**config.mk**
```make
export PLATFORM = sky130hd
export DESIGN_NAME = nas_msg_loader
export DESIGN_NICKNAME = d
export VERILOG_FILES = /design/src/rtl/nas_msg_loader.sv
export SDC_FILE = /design/constraint.sdc
export NUM_CORES = 1
export LEC_CHECK = 0
export BUFFER_PORTS_ARGS = -buffer_cell sky130_fd_sc_hd__buf_4
export CELL_PAD_IN_SITES_DETAIL_PLACEMENT = 0
export CELL_PAD_IN_SITES_GLOBAL_PLACEMENT = 1
export CORE_MARGIN = 4
export CORE_UTILIZATION = 40
export CTS_BUF_LIST = sky130_fd_sc_hd__clkbuf_8
export DETAILED_ROUTE_END_ITERATION = 16
export PLACE_DENSITY = 0.88
export REMOVE_ABC_BUFFERS = 1
export SYNTH_ARGS = -nofsm -noshare
export SYNTH_HDL_FRONTEND = slang
export SYNTH_SLANG_ARGS = --single-unit
```
**constraint.sdc**
```tcl
create_clock -name clk -period 2.6 [get_ports clk]
set_input_delay 0.52 -clock clk [delete_from_list [all_inputs] [get_ports clk]]
set_output_delay 0.52 -clock clk [all_outputs]
set_load 0.01 [all_outputs]
```
**src/rtl/nas_msg_loader.sv**
```systemverilog
// NAS message loader: packs a byte stream little-endian into 32-bit SRAM words,
// writes a byte-count header at word 0, then runs the start handshake with the detector.
module nas_msg_loader #(
   parameter int unsigned ADDR_WIDTH = 16,
   parameter int unsigned MAX_BYTES  = 1024
) (
   input  logic                  clk,
   input  logic                  reset_n,
   input  logic                  in_valid,
   output logic                  in_ready,
   input  logic [7:0]            in_data,
   input  logic                  in_last,
   output logic                  sram_write_enable,
   output logic [ADDR_WIDTH-1:0] sram_write_address,
   output logic [31:0]           sram_write_data,
   output logic                  dut_valid,
   input  logic                  dut_ready,
   output logic                  busy,
   output logic                  overflow,
   output logic [15:0]           msg_count
);

   localparam int unsigned   CW      = $clog2(MAX_BYTES) + 1;
   localparam logic [CW-1:0] MAX_CNT = CW'(MAX_BYTES);

   typedef enum logic [2:0] {
      S_IDLE,
      S_COLLECT,
      S_FLUSH,
      S_HEADER,
      S_START,
      S_WAIT_DONE
   } state_t;

   state_t                state_q, state_d;
   logic [CW-1:0]         cnt_q, cnt_d;
   logic [31:0]           pack_q, pack_d;
   logic                  we_q, we_d;
   logic [ADDR_WIDTH-1:0] addr_q, addr_d;
   logic [31:0]           wdata_q, wdata_d;
   logic                  dv_q, dv_d;
   logic                  ovf_q, ovf_d;
   logic [15:0]           mcnt_q, mcnt_d;

   logic                  accept;
   logic [CW-1:0]         last_idx;
   logic [ADDR_WIDTH-1:0] cur_word;
   logic [ADDR_WIDTH-1:0] last_word;

   assign in_ready = reset_n && ((state_q == S_IDLE) || (state_q == S_COLLECT));
   assign accept   = in_valid && in_ready;
   assign busy     = (state_q != S_IDLE);

   assign cur_word  = ADDR_WIDTH'(cnt_q >> 2) + ADDR_WIDTH'(1);
   assign last_idx  = cnt_q - CW'(1);
   assign last_word = ADDR_WIDTH'(last_idx >> 2) + ADDR_WIDTH'(1);

   assign sram_write_enable  = we_q;
   assign sram_write_address = addr_q;
   assign sram_write_data    = wdata_q;
   assign dut_valid          = dv_q;
   assign overflow           = ovf_q;
   assign msg_count          = mcnt_q;

   always_comb begin
      state_d = state_q;
      cnt_d   = cnt_q;
      pack_d  = pack_q;
      we_d    = 1'b0;
      addr_d  = addr_q;
      wdata_d = wdata_q;
      ovf_d   = ovf_q;
      mcnt_d  = mcnt_q;

      case (state_q)
         S_IDLE: begin
            if (accept) begin
               cnt_d   = CW'(1);
               pack_d  = {24'h0, in_data};
               ovf_d   = 1'b0;
               state_d = in_last ? S_FLUSH : S_COLLECT;
            end
         end

         S_COLLECT: begin
            if (accept) begin
               if (cnt_q == MAX_CNT) begin
                  ovf_d = 1'b1;
               end else begin
                  cnt_d = cnt_q + CW'(1);
                  // Lane 0 restarts the word, so the last full word survives for the flush rewrite
                  if (cnt_q[1:0] == 2'd0) pack_d = {24'h0, in_data};
                  else                    pack_d[{cnt_q[1:0], 3'b000} +: 8] = in_data;
                  if ((cnt_q[1:0] == 2'd3) && !in_last) begin
                     we_d    = 1'b1;
                     addr_d  = cur_word;
                     wdata_d = pack_d;
                  end
               end
               if (in_last) state_d = S_FLUSH;
            end
         end

         S_FLUSH: begin
            we_d    = 1'b1;
            addr_d  = last_word;
            wdata_d = pack_q;
            state_d = S_HEADER;
         end

         S_HEADER: begin
            we_d    = 1'b1;
            addr_d  = '0;
            wdata_d = 32'(cnt_q);
            state_d = S_START;
         end

         S_START: begin
            if (!dut_ready) state_d = S_WAIT_DONE;
         end

         S_WAIT_DONE: begin
            if (dut_ready) begin
               mcnt_d  = mcnt_q + 16'd1;
               state_d = S_IDLE;
            end
         end

         default: state_d = S_IDLE;
      endcase

      // Registered request: raised one cycle into START, dropped on the edge that sees ready low
      dv_d = (state_q == S_START) && dut_ready;
   end

   always_ff @(posedge clk) begin
      if (!reset_n) begin
         state_q <= S_IDLE;
         cnt_q   <= '0;
         pack_q  <= '0;
         we_q    <= 1'b0;
         addr_q  <= '0;
         wdata_q <= '0;
         dv_q    <= 1'b0;
         ovf_q   <= 1'b0;
         mcnt_q  <= '0;
      end else begin
         state_q <= state_d;
         cnt_q   <= cnt_d;
         pack_q  <= pack_d;
         we_q    <= we_d;
         addr_q  <= addr_d;
         wdata_q <= wdata_d;
         dv_q    <= dv_d;
         ovf_q   <= ovf_d;
         mcnt_q  <= mcnt_d;
      end
   end

endmodule

```
==> results of run 1 <==
cell usage after synthesis (17+ instances only):
cell type and n:
nand2b_1 27, buf_2 23, nor3_1 32, dfxtp_1 107, nand2_1 36, a22oi_1 25
a21oi_1 42, a211oi_1 22, xor2_1 17, nor2_1 89, clkbuf_1 28, nor3b_1 23
nand3_1 46
worst max-delay path, cell delays in order, from the launching register on:
cell     delay, ps
dfxtp_1        600
nor3b_4        440
nand2_2        200
nand2_1        110
nand2_1         50
ha_1           220
o21ai_0        270
a21oi_1        120
xnor2_1        170
o21ai_1         70
where the power goes:
group	internal [mW]	switching, mW	leakage [nW]	total [mW]
registers	1.69	0.0419	0.867	1.73
logic	0.217	0.333	1.33	0.550
clock network	0.394	0.569	0.0912	0.964
how the worst max path moves through the flow:
stage	depth (start not counted)	start	to	slack (ps)
6_report	9	state_q[1]	sram_write_address[8]	220
5_1_grt	9	state_q[1]	sram_write_address[8]	50
4_1_cts	9	state_q[1]	sram_write_address[8]	280
3_5_place_dp	9	state_q[1]	sram_write_address[8]	300
3_3_place_gp	9	state_q[1]	sram_write_address[8]	350
2_1_floorplan	6	reset_n	sram_write_address[3]	-1000
layer usage:
metal | global-route usage [%] | vias up
met4 | 4.42 | 0
met2 | 28.3 | 159
met3 | 4.19 | 16
met5 | 0 | -
met1 | 25.7 | 2402
li1 | - | 2460
cells by family (layout without fill, tap and decap cells):
kind of cell    count (synthesis)  in the layout  share of synthesized area, %
simple gates                  300            300                          28.8
compound gates                139            139                          17.2
flops                         107            107                          38.6
buf+inv                        71            119                          6.04
xor+xnor                       33             33                          5.20
mux                            14             14                          2.57
fa+ha+maj                       7              7                          1.58
other cells                     1              6                        0.0675
state kept, by name, indices dropped and copies added, names as in the netlist:
register and count:
cnt_q 11, sram_write_data 32, state_q 3, sram_write_address 10, dut_valid 1, msg_count 16
sram_write_enable 1, pack_q 32, overflow 1
stage by stage:
step	hold slack, ps	setup TNS, ps
finish	404	0
global route	397	0
CTS	382	0
detailed placement	459	0
global placement	452	0
floorplan	461	-35940
cells in the final DEF, fill, tap and decap left out, drive strengths merged, types with 12 or more instances in the layout:
cell type,Yosys,routed
dfxtp,107,107
buf,33,96
nor2,90,90
nand3,46,46
a21oi,43,43
nand2,38,38
nor3,34,34
nand2b,27,27
a22oi,25,25
nor3b,24,24
a211oi,22,22
xor2,17,17
xnor2,16,16
mux2i,12,12
o21ai,12,12
cell type report:
type	count	share of cell area [%]
Clock buffer	11	2.36
Tap cell	176	3.43
Inverter	8	0.468
Clock inverter	4	0.410
Multi-Input combinational cell	499	48.3
Sequential cell	107	33.4
Timing Repair Buffer	96	11.6
==> run metrics, run 1 <==
Max clock buf depth=2; total grt overflow=0; DP Area=6230 µm²; Max Slew Vio Count=0; Post-Synthesis Cells=672; WP data arrival=2650 ps; # port buffers=75; Tmin final=2380 ps; crit start category=register; status=finished clean; ratio of cells with drive above 1 in the final layout=18.1%; met2 WL post-DR=6.40 mm; first-pass GRT wire length=24.1 mm; Area contributors post-synth=dfxtp_1 39%, nor2_1 6.0%, nand3_1 4.1%; final instance area=6410 µm²; Post-synth EDFFs=0; Post-synth ARST share=0%; CTS-repair resized insts=0; R2R Path Start=state_q[1]; Ys Warns=0; crit path kind=reg2reg; DP Wirelength=9.87 mm; Final Util=47.9%; RSZ-0062 raised after global routing=false; H-tree Lvls=3; worst-margin pin slew=688 ps; Yosys reg bits=107; Synth top area share=38.6%; Final Cycle Share=91.5%; leak pwr=2.29 nW; cell taking the most area after synthesis=dfxtp_1; Final nets=741; die height=126 µm; Max IR drop VDD=0.284 mV; final WL=14.5 mm; clock root buffer=clkbuf_8; Max-cap violations=0; Setup Skew=11.9 ps; largest net degree at the start of global routing=53; setup ws final=222 ps; Setup Buffers After CTS=0; WHS Path Cells=3; Final Setup Violations=0; initial core utilization=41.5%; vias=5037; Non-Filler Instances=901; Post-CTS Hold Buffers=0; worst slack, placed=297 ps; wl on met1=6.93 mm; clock slew seen by the registers of the worst setup and hold paths=90 ps; antenna-violating nets left=0; Worst EP required=2870 ps; ys flop type=dfxtp_1; Max Fanout on Critical Path=15; Residual DRC=0; initial DRC count=306; top layer in use=met4; Hold Path Origin=dut_ready; number of global-route vias before repair=4715; Storage cell area=2140 µm²; fmax=421 MHz; synthesized area=5560 µm²; post-synth cell types=65; CTS buffer count=9; row count=42; vias per cell=5.59; area of the multi-input gates=3100 µm²; wire length per cell=16.0 µm; die width=126 µm; top-level I/O count=82; First-pass DRT Iterations=5; Reg2Reg Depth=9; Power Dens Cells=506 nW/µm²; Overall Global Routing Usage=18.2%; DR WL met3=967 µm; HP Class=in2reg; Syn Area/Cell=8.27 µm²; CTS tree=built; Placed Cells=886; Final Hold Viols=0; area grow syn2layout=15.4%; routability cong.=0.839; initial antenna violation count=0; area of the core=13400 µm²; CTS sink cnt=107; Seq/Total Area, Yosys=38.6%; Max-slew headroom=54.0%; Fill cells=1310; Clock Latency Late Sink=380 ps; Tot Pwr=3.25 mW; worst hold endpoint=dut_valid; Reg-to-Reg End=sram_write_address[8]; DIE AREA=15800 µm²; Ant. Diodes=0; Worst Setup End Kind=register; reg-to-reg slack, setup=220 ps
Note: power is estimated with default switching activity, not from simulation.
==> inputs of run 2 (changes only) <==
--- a/config.mk
+++ b/config.mk
@@ -8,7 +8,7 @@
 export BUFFER_PORTS_ARGS = -buffer_cell sky130_fd_sc_hd__buf_4
 export CELL_PAD_IN_SITES_DETAIL_PLACEMENT = 0
 export CELL_PAD_IN_SITES_GLOBAL_PLACEMENT = 1
-export CORE_MARGIN = 4
+export CORE_MARGIN = 1
 export CORE_UTILIZATION = 40
 export CTS_BUF_LIST = sky130_fd_sc_hd__clkbuf_8
 export DETAILED_ROUTE_END_ITERATION = 16
==> run metrics, run 2 (synthesis results as in run 1) <==
Setup Skew=13.8 ps (+1.89 ps); vias=5049 (+0.24%); DIE AREA=14400 µm² (-9.3%); Fill cells=1328 (+1.4%); CTS sink cnt=107 (unchanged); final WL=14.5 mm (+0.59%); Max Fanout on Critical Path=15 (unchanged); worst hold endpoint=dut_valid; first-pass GRT wire length=23.8 mm (-1.1%); Reg2Reg Depth=9 (unchanged); HP Class=in2reg; initial antenna violation count=0 (unchanged); Tot Pwr=3.34 mW (+2.8%); initial DRC count=388 (+27%); ratio of cells with drive above 1 in the final layout=18.3% (+0.23 points); fmax=414 MHz (-1.5%); WHS Path Cells=3 (unchanged); top-level I/O count=82 (unchanged); die height=120 µm (-4.8%); Worst EP required=2890 ps (+20 ps); reg-to-reg slack, setup=190 ps (-40 ps); # port buffers=75 (unchanged); H-tree Lvls=3 (unchanged); Final Setup Violations=0 (unchanged); wire length per cell=16.1 µm (+0.37%); most frequent cells in the layout=107 x dfxtp_1, 95 x buf_4, 89 x nor2_1; Clock Latency Late Sink=400 ps (+20 ps); CTS buffer count=9 (unchanged); commonest non-fill, non-tap cell in the layout=dfxtp_1; Max-slew headroom=54.0% (-0.064 points); Power Dens Cells=519 nW/µm² (+2.5%); area grow syn2layout=15.8%; Max-cap violations=0 (unchanged); Tmin final=2410 ps (+35.0 ps); Final Util=48.0% (+0.16 points); slowest CP cell=dfxtp_1; initial core utilization=41.5% (unchanged); worst-margin pin slew=691 ps (+2.28 ps); DP Wirelength=9.79 mm (-0.80%); Post-CTS Hold Buffers=0 (unchanged); row count=42 (unchanged); clock root buffer=clkbuf_8; most used cell, CP=nand2_1; Ant. Diodes=0 (unchanged); Net Sw Frac=29.4% (+0.36 points); Hold Path Origin=dut_ready; switching pwr=0.983 mW (+4.1%); First-pass DRT Iterations=5 (unchanged); Storage cell area=2140 µm² (unchanged); Final Cycle Share=92.8% (+1.3 points); crit path launch=state_q[1]; area of the multi-input gates=3100 µm² (unchanged); CTS-repair resized insts=0 (unchanged); crit path kind=reg2reg; die width=120 µm (-4.8%); leak pwr=2.30 nW (+0.75%); largest net degree at the start of global routing=69 (+30%); vias per cell=5.59 (about the same); combinational share of power=16.6% (-0.3 points); Internal=2.36 mW (+2.3%); Worst Setup End Kind=register; critical path's largest stage delay=610 ps (about the same); total grt overflow=0 (unchanged); WP data arrival=2700 ps (+50 ps); crit-path cells=nor3b_4, nand2_2, nand2_1, nand2_1, ha_1, o21ai_0, a21oi_1, xnor2_1, o21ai_1; crit start category=register; Max IR drop VDD=0.311 mV (+9.6%); Max Slew Vio Count=0 (unchanged); setup ws final=187 ps (-35.0 ps); status=finished clean; Overall Global Routing Usage=20.9% (+2.7 points); CTS tree=built; RSZ-0062 raised after global routing=false; clock group share of total power=31.5% (+1.8 points); Max clock buf depth=2 (unchanged); sequential power share=51.9% (-1.5 points); Final nets=742 (+0.13%); R2R Path Start=state_q[1]; worst slack, placed=239 ps (-58.3 ps); area of the core=13400 µm² (unchanged); Setup Buffers After CTS=0 (unchanged); Final Hold Viols=0 (unchanged); clock slew seen by the registers of the worst setup and hold paths=100 ps (about the same); Reg-to-Reg End=sram_write_address[8]; routability cong.=0.892 (+6.3%); number of global-route vias before repair=4674 (-0.87%); Residual DRC=0 (unchanged); antenna-violating nets left=0 (unchanged)
-- run 2: how the worst max path moves through the flow --
stage / slack (ps) / cells after the start / to
global route: 20 / 8 / sram_write_address[7]
CTS: 230 / 9 / sram_write_address[8]
detailed placement: 240 / 9 / sram_write_address[8]
global placement: 290 / 9 / sram_write_address[8]
floorplan: -1000 / 6 / sram_write_address[3]
finish: 190 / 9 / sram_write_address[8]
-- run 2: layer usage --
metal / track usage, % / share of wire, % / vias to the layer above
li1: - / - / 2464
met1: 28.6 / 47 / 2397
met2: 32.6 / 45 / 168
met3: 3.85 / 6.0 / 20
met4: 7.97 / 1.8 / 0
met5: 0 / 0 / -
-- run 2: cell type report --
class                      count  share of cell area [%]
clock buffer                   9                    1.93
clock inverter                 7                    1.05
inverter                       8                   0.467
multi-input combinational    499                    48.1
sequential                   107                    33.3
tap                          176                    3.42
timing repair buffer          97                    11.7
-- run 2: critical path: cells and delay by family (launching register included) --
| kind | cells | cell delay [ps] |
|---|---|---|
| xor gates and xnor gates | 1 | 230 |
| adders and majority gates | 1 | 220 |
| AOI/OAI and AO/OA | 3 | 440 |
| DFF | 1 | 610 |
| and+or+nand+nor | 4 | 800 |
-- run 2: per-stage QoR --
stage	hold slack [ps]	cells	cell area [µm²]	setup TNS [ps]
2_1_floorplan	461	614	5270	-35940
3_3_place_gp	446	887	6240	0
3_5_place_dp	451	887	6240	0
4_1_cts	362	903	6430	0
5_1_grt	388	903	6430	0
6_report	389	903	6430	0
-- run 2: power by group through the flow --
stage | Combinational, mW | Sequential (mW) | Clock [mW]
CTS | 0.554 | 1.73 | 1.08
global placement | 0.546 | 1.77 | 0
detailed placement | 0.552 | 1.77 | 0
floorplan | 0.284 | 1.79 | 0
finish | 0.554 | 1.73 | 1.05
global route | 0.602 | 1.74 | 1.13
==> inputs of run 3 (changes only) <==
--- a/config.mk
+++ b/config.mk
@@ -9,10 +9,9 @@
 export CELL_PAD_IN_SITES_DETAIL_PLACEMENT = 0
 export CELL_PAD_IN_SITES_GLOBAL_PLACEMENT = 1
 export CORE_MARGIN = 1
-export CORE_UTILIZATION = 40
-export CTS_BUF_LIST = sky130_fd_sc_hd__clkbuf_8
+export CORE_UTILIZATION = 39
 export DETAILED_ROUTE_END_ITERATION = 16
-export PLACE_DENSITY = 0.88
+export PLACE_DENSITY = 0.86
 export REMOVE_ABC_BUFFERS = 1
 export SYNTH_ARGS = -nofsm -noshare
 export SYNTH_HDL_FRONTEND = slang
==> run metrics, run 3 (synthesis results as in run 1) <==
initial core utilization=40.0% (-1.4 points); Residual DRC=0 (unchanged); crit-path cells=inv_1, ha_1, nor2b_1, mux2_2, a2bb2oi_1, o31a_1, nor3_1, o31ai_1; switching pwr=1.01 mW (+3.2%); top-level I/O count=82 (unchanged); vias=5037 (-0.24%); fmax=431 MHz (+4.0%); RSZ-0062 raised after global routing=false; sequential power share=46.8% (-5.1 points); HP Class=in2reg; Max IR drop VDD=0.406 mV (+30%); crit path kind=reg2reg; area grow syn2layout=18.0%; die width=121 µm (+1.3%); final hold slack=420 ps (+30.8 ps); Reg-to-Reg End=sram_write_address[7]; Worst EP required=2870 ps (-20 ps); Clock Latency Late Sink=360 ps (-40 ps); Worst Setup End Kind=register; combinational share of power=15.1% (-1.5 points); CTS tree=built; Reg2Reg Depth=8 (-1); CTS buffer count=9 (unchanged); # port buffers=75 (unchanged); Tmin final=2320 ps (-92.7 ps); first-pass GRT wire length=24.1 mm (+1.3%); initial DRC count=428 (+10%); Final nets=744 (+0.27%); crit path launch=cnt_q[1]; Overall Global Routing Usage=20.6% (-0.27 points); leak pwr=2.35 nW (+2.1%); Max-slew headroom=41.3% (-13 points); Non-Filler Instances=909 (+0.66%); routability cong.=0.837 (-6.2%); WP data arrival=2590 ps (-110 ps); Ant. Diodes=0 (unchanged); Power Dens Cells=565 nW/µm² (+8.9%); WP depth=8 (-1); Placed Cells=893 (+0.68%); ratio of cells with drive above 1 in the final layout=18.5% (+0.22 points); row count=43 (+2.4%); largest net degree at the start of global routing=86 (+25%); wire length per cell=16.1 µm (+0.13%); Max Slew Vio Count=0 (unchanged); critical path's largest stage delay=490 ps (-120 ps); Setup Buffers After CTS=0 (unchanged); Max Fanout on Critical Path=7 (-8); Net Sw Frac=27.4% (-2.1 points); wl on met1=6.84 mm (+0.34%); top layer in use=met4; crit start category=register; Setup Skew=5.98 ps (-7.78 ps); DP Wirelength=10.0 mm (+2.5%); CTS sink cnt=107 (unchanged); Final Hold Viols=0 (unchanged); clock group share of total power=38.1% (+6.6 points); clock slew seen by the registers of the worst setup and hold paths=70 ps (-30 ps); initial antenna violation count=0 (unchanged); vias per cell=5.54 (-0.90%); crit path capture=sram_write_address[7]; met2 WL post-DR=6.79 mm (+2.8%); status=finished clean; Worst Path Buf+Inv=1 (+1); Fill cells=1351 (+1.7%); DIE AREA=14700 µm² (+2.5%); commonest non-fill, non-tap cell in the layout=dfxtp_1; Worst path top cell family by delay=compound AO/OA/AOI/OAI gates; area of the core=13900 µm² (+3.6%); Final Setup Violations=0 (unchanged); final WL=14.7 mm (+0.80%); Post-CTS Hold Buffers=0 (unchanged); worst-margin pin slew=880 ps (+190 ps); slowest CP cell=a2bb2oi_1; H-tree Lvls=3 (unchanged); clock root buffer=clkbuf_16; Final Cycle Share=89.2% (-3.6 points); most frequent cells in the layout=106 x dfxtp_1, 98 x buf_4, 89 x nor2_1; Internal=2.69 mW (+14%); First-pass DRT Iterations=5 (unchanged); R2R Path Start=cnt_q[1]; die height=121 µm (+1.3%); antenna-violating nets left=0 (unchanged); total grt overflow=0 (unchanged); Max clock buf depth=2 (unchanged); reg-to-reg slack, setup=280 ps (+90 ps); DR WL met3=838 µm (-3.2%); number of global-route vias before repair=4703 (+0.62%); Final Util=47.2% (-0.80 points); Max-cap violations=0 (unchanged)
-- run 3: cell types whose count changed in the layout (fill, tap and decap cells not counted), sizes merged --
cell / change
clkinv: -3
clkbuf: +2
buf: +2
clkinvlp: +1
-- run 3: final cells by class --
cell class / count / area (µm²) / area share [%]
clock buffers: 11 / 243 / 3.70
multi-input cells: 499 / 3100 / 47.3
well taps: 180 / 225 / 3.44
clock inverters: 5 / 60.1 / 0.916
flip-flops and latches: 107 / 2140 / 32.7
inverters: 8 / 30.0 / 0.458
repair buffers: 99 / 756 / 11.5
-- run 3: metrics by stage --
| stage | worst slack (ps) | power [mW] | setup TNS, ps | area [µm²] |
|---|---|---|---|---|
| 5_1_grt | 38.6 | 3.87 | 0 | 6550 |
| 3_3_place_gp | 286 | 2.31 | 0 | 6250 |
| 6_report | 280 | 3.70 | 0 | 6550 |
| 2_1_floorplan | -1000 | 2.08 | -35940 | 5270 |
| 4_1_cts | 233 | 3.75 | 0 | 6550 |
| 3_5_place_dp | 237 | 2.33 | 0 | 6250 |
-- run 3: per-layer routing --
| metal | GRT usage (%) | vias to the layer above |
|---|---|---|
| met5 | 0 | - |
| met4 | 5.94 | 0 |
| met3 | 4.75 | 17 |
| met2 | 32.8 | 145 |
| met1 | 27.7 | 2410 |
| li1 | - | 2465 |
-- run 3: worst min-delay path by stage --
stage                          startpoint  slack, ps  cells after the start                     to
global placement    sram_write_address[0]        450                      2  sram_write_address[0]
finish                          dut_ready        420                      3              dut_valid
detailed placement     sram_write_data[9]        450                      2     sram_write_data[9]
floorplan                       pack_q[0]        460                      2              pack_q[0]
global route                    dut_ready        420                      3              dut_valid
CTS                             dut_ready        400                      3              dut_valid
-- run 3: power groups by stage --
stage	combinational [mW]	clock (mW)	sequential [mW]
4_1_cts	0.559	1.46	1.73
6_report	0.560	1.41	1.73
3_5_place_dp	0.558	0	1.77
2_1_floorplan	0.284	0	1.79
5_1_grt	0.613	1.51	1.74
3_3_place_gp	0.547	0	1.77
-- run 3: what timing repair did --
item,in CTS,in global routing
gates resized for setup,0,1
endpoints found under the hold margin,0,0
endpoints found under the setup margin,0,1
-- run 3: tightest hold or removal path: stages --
cell and delay, ps:
buf_4 120, nand2_1 60, nor3_1 40
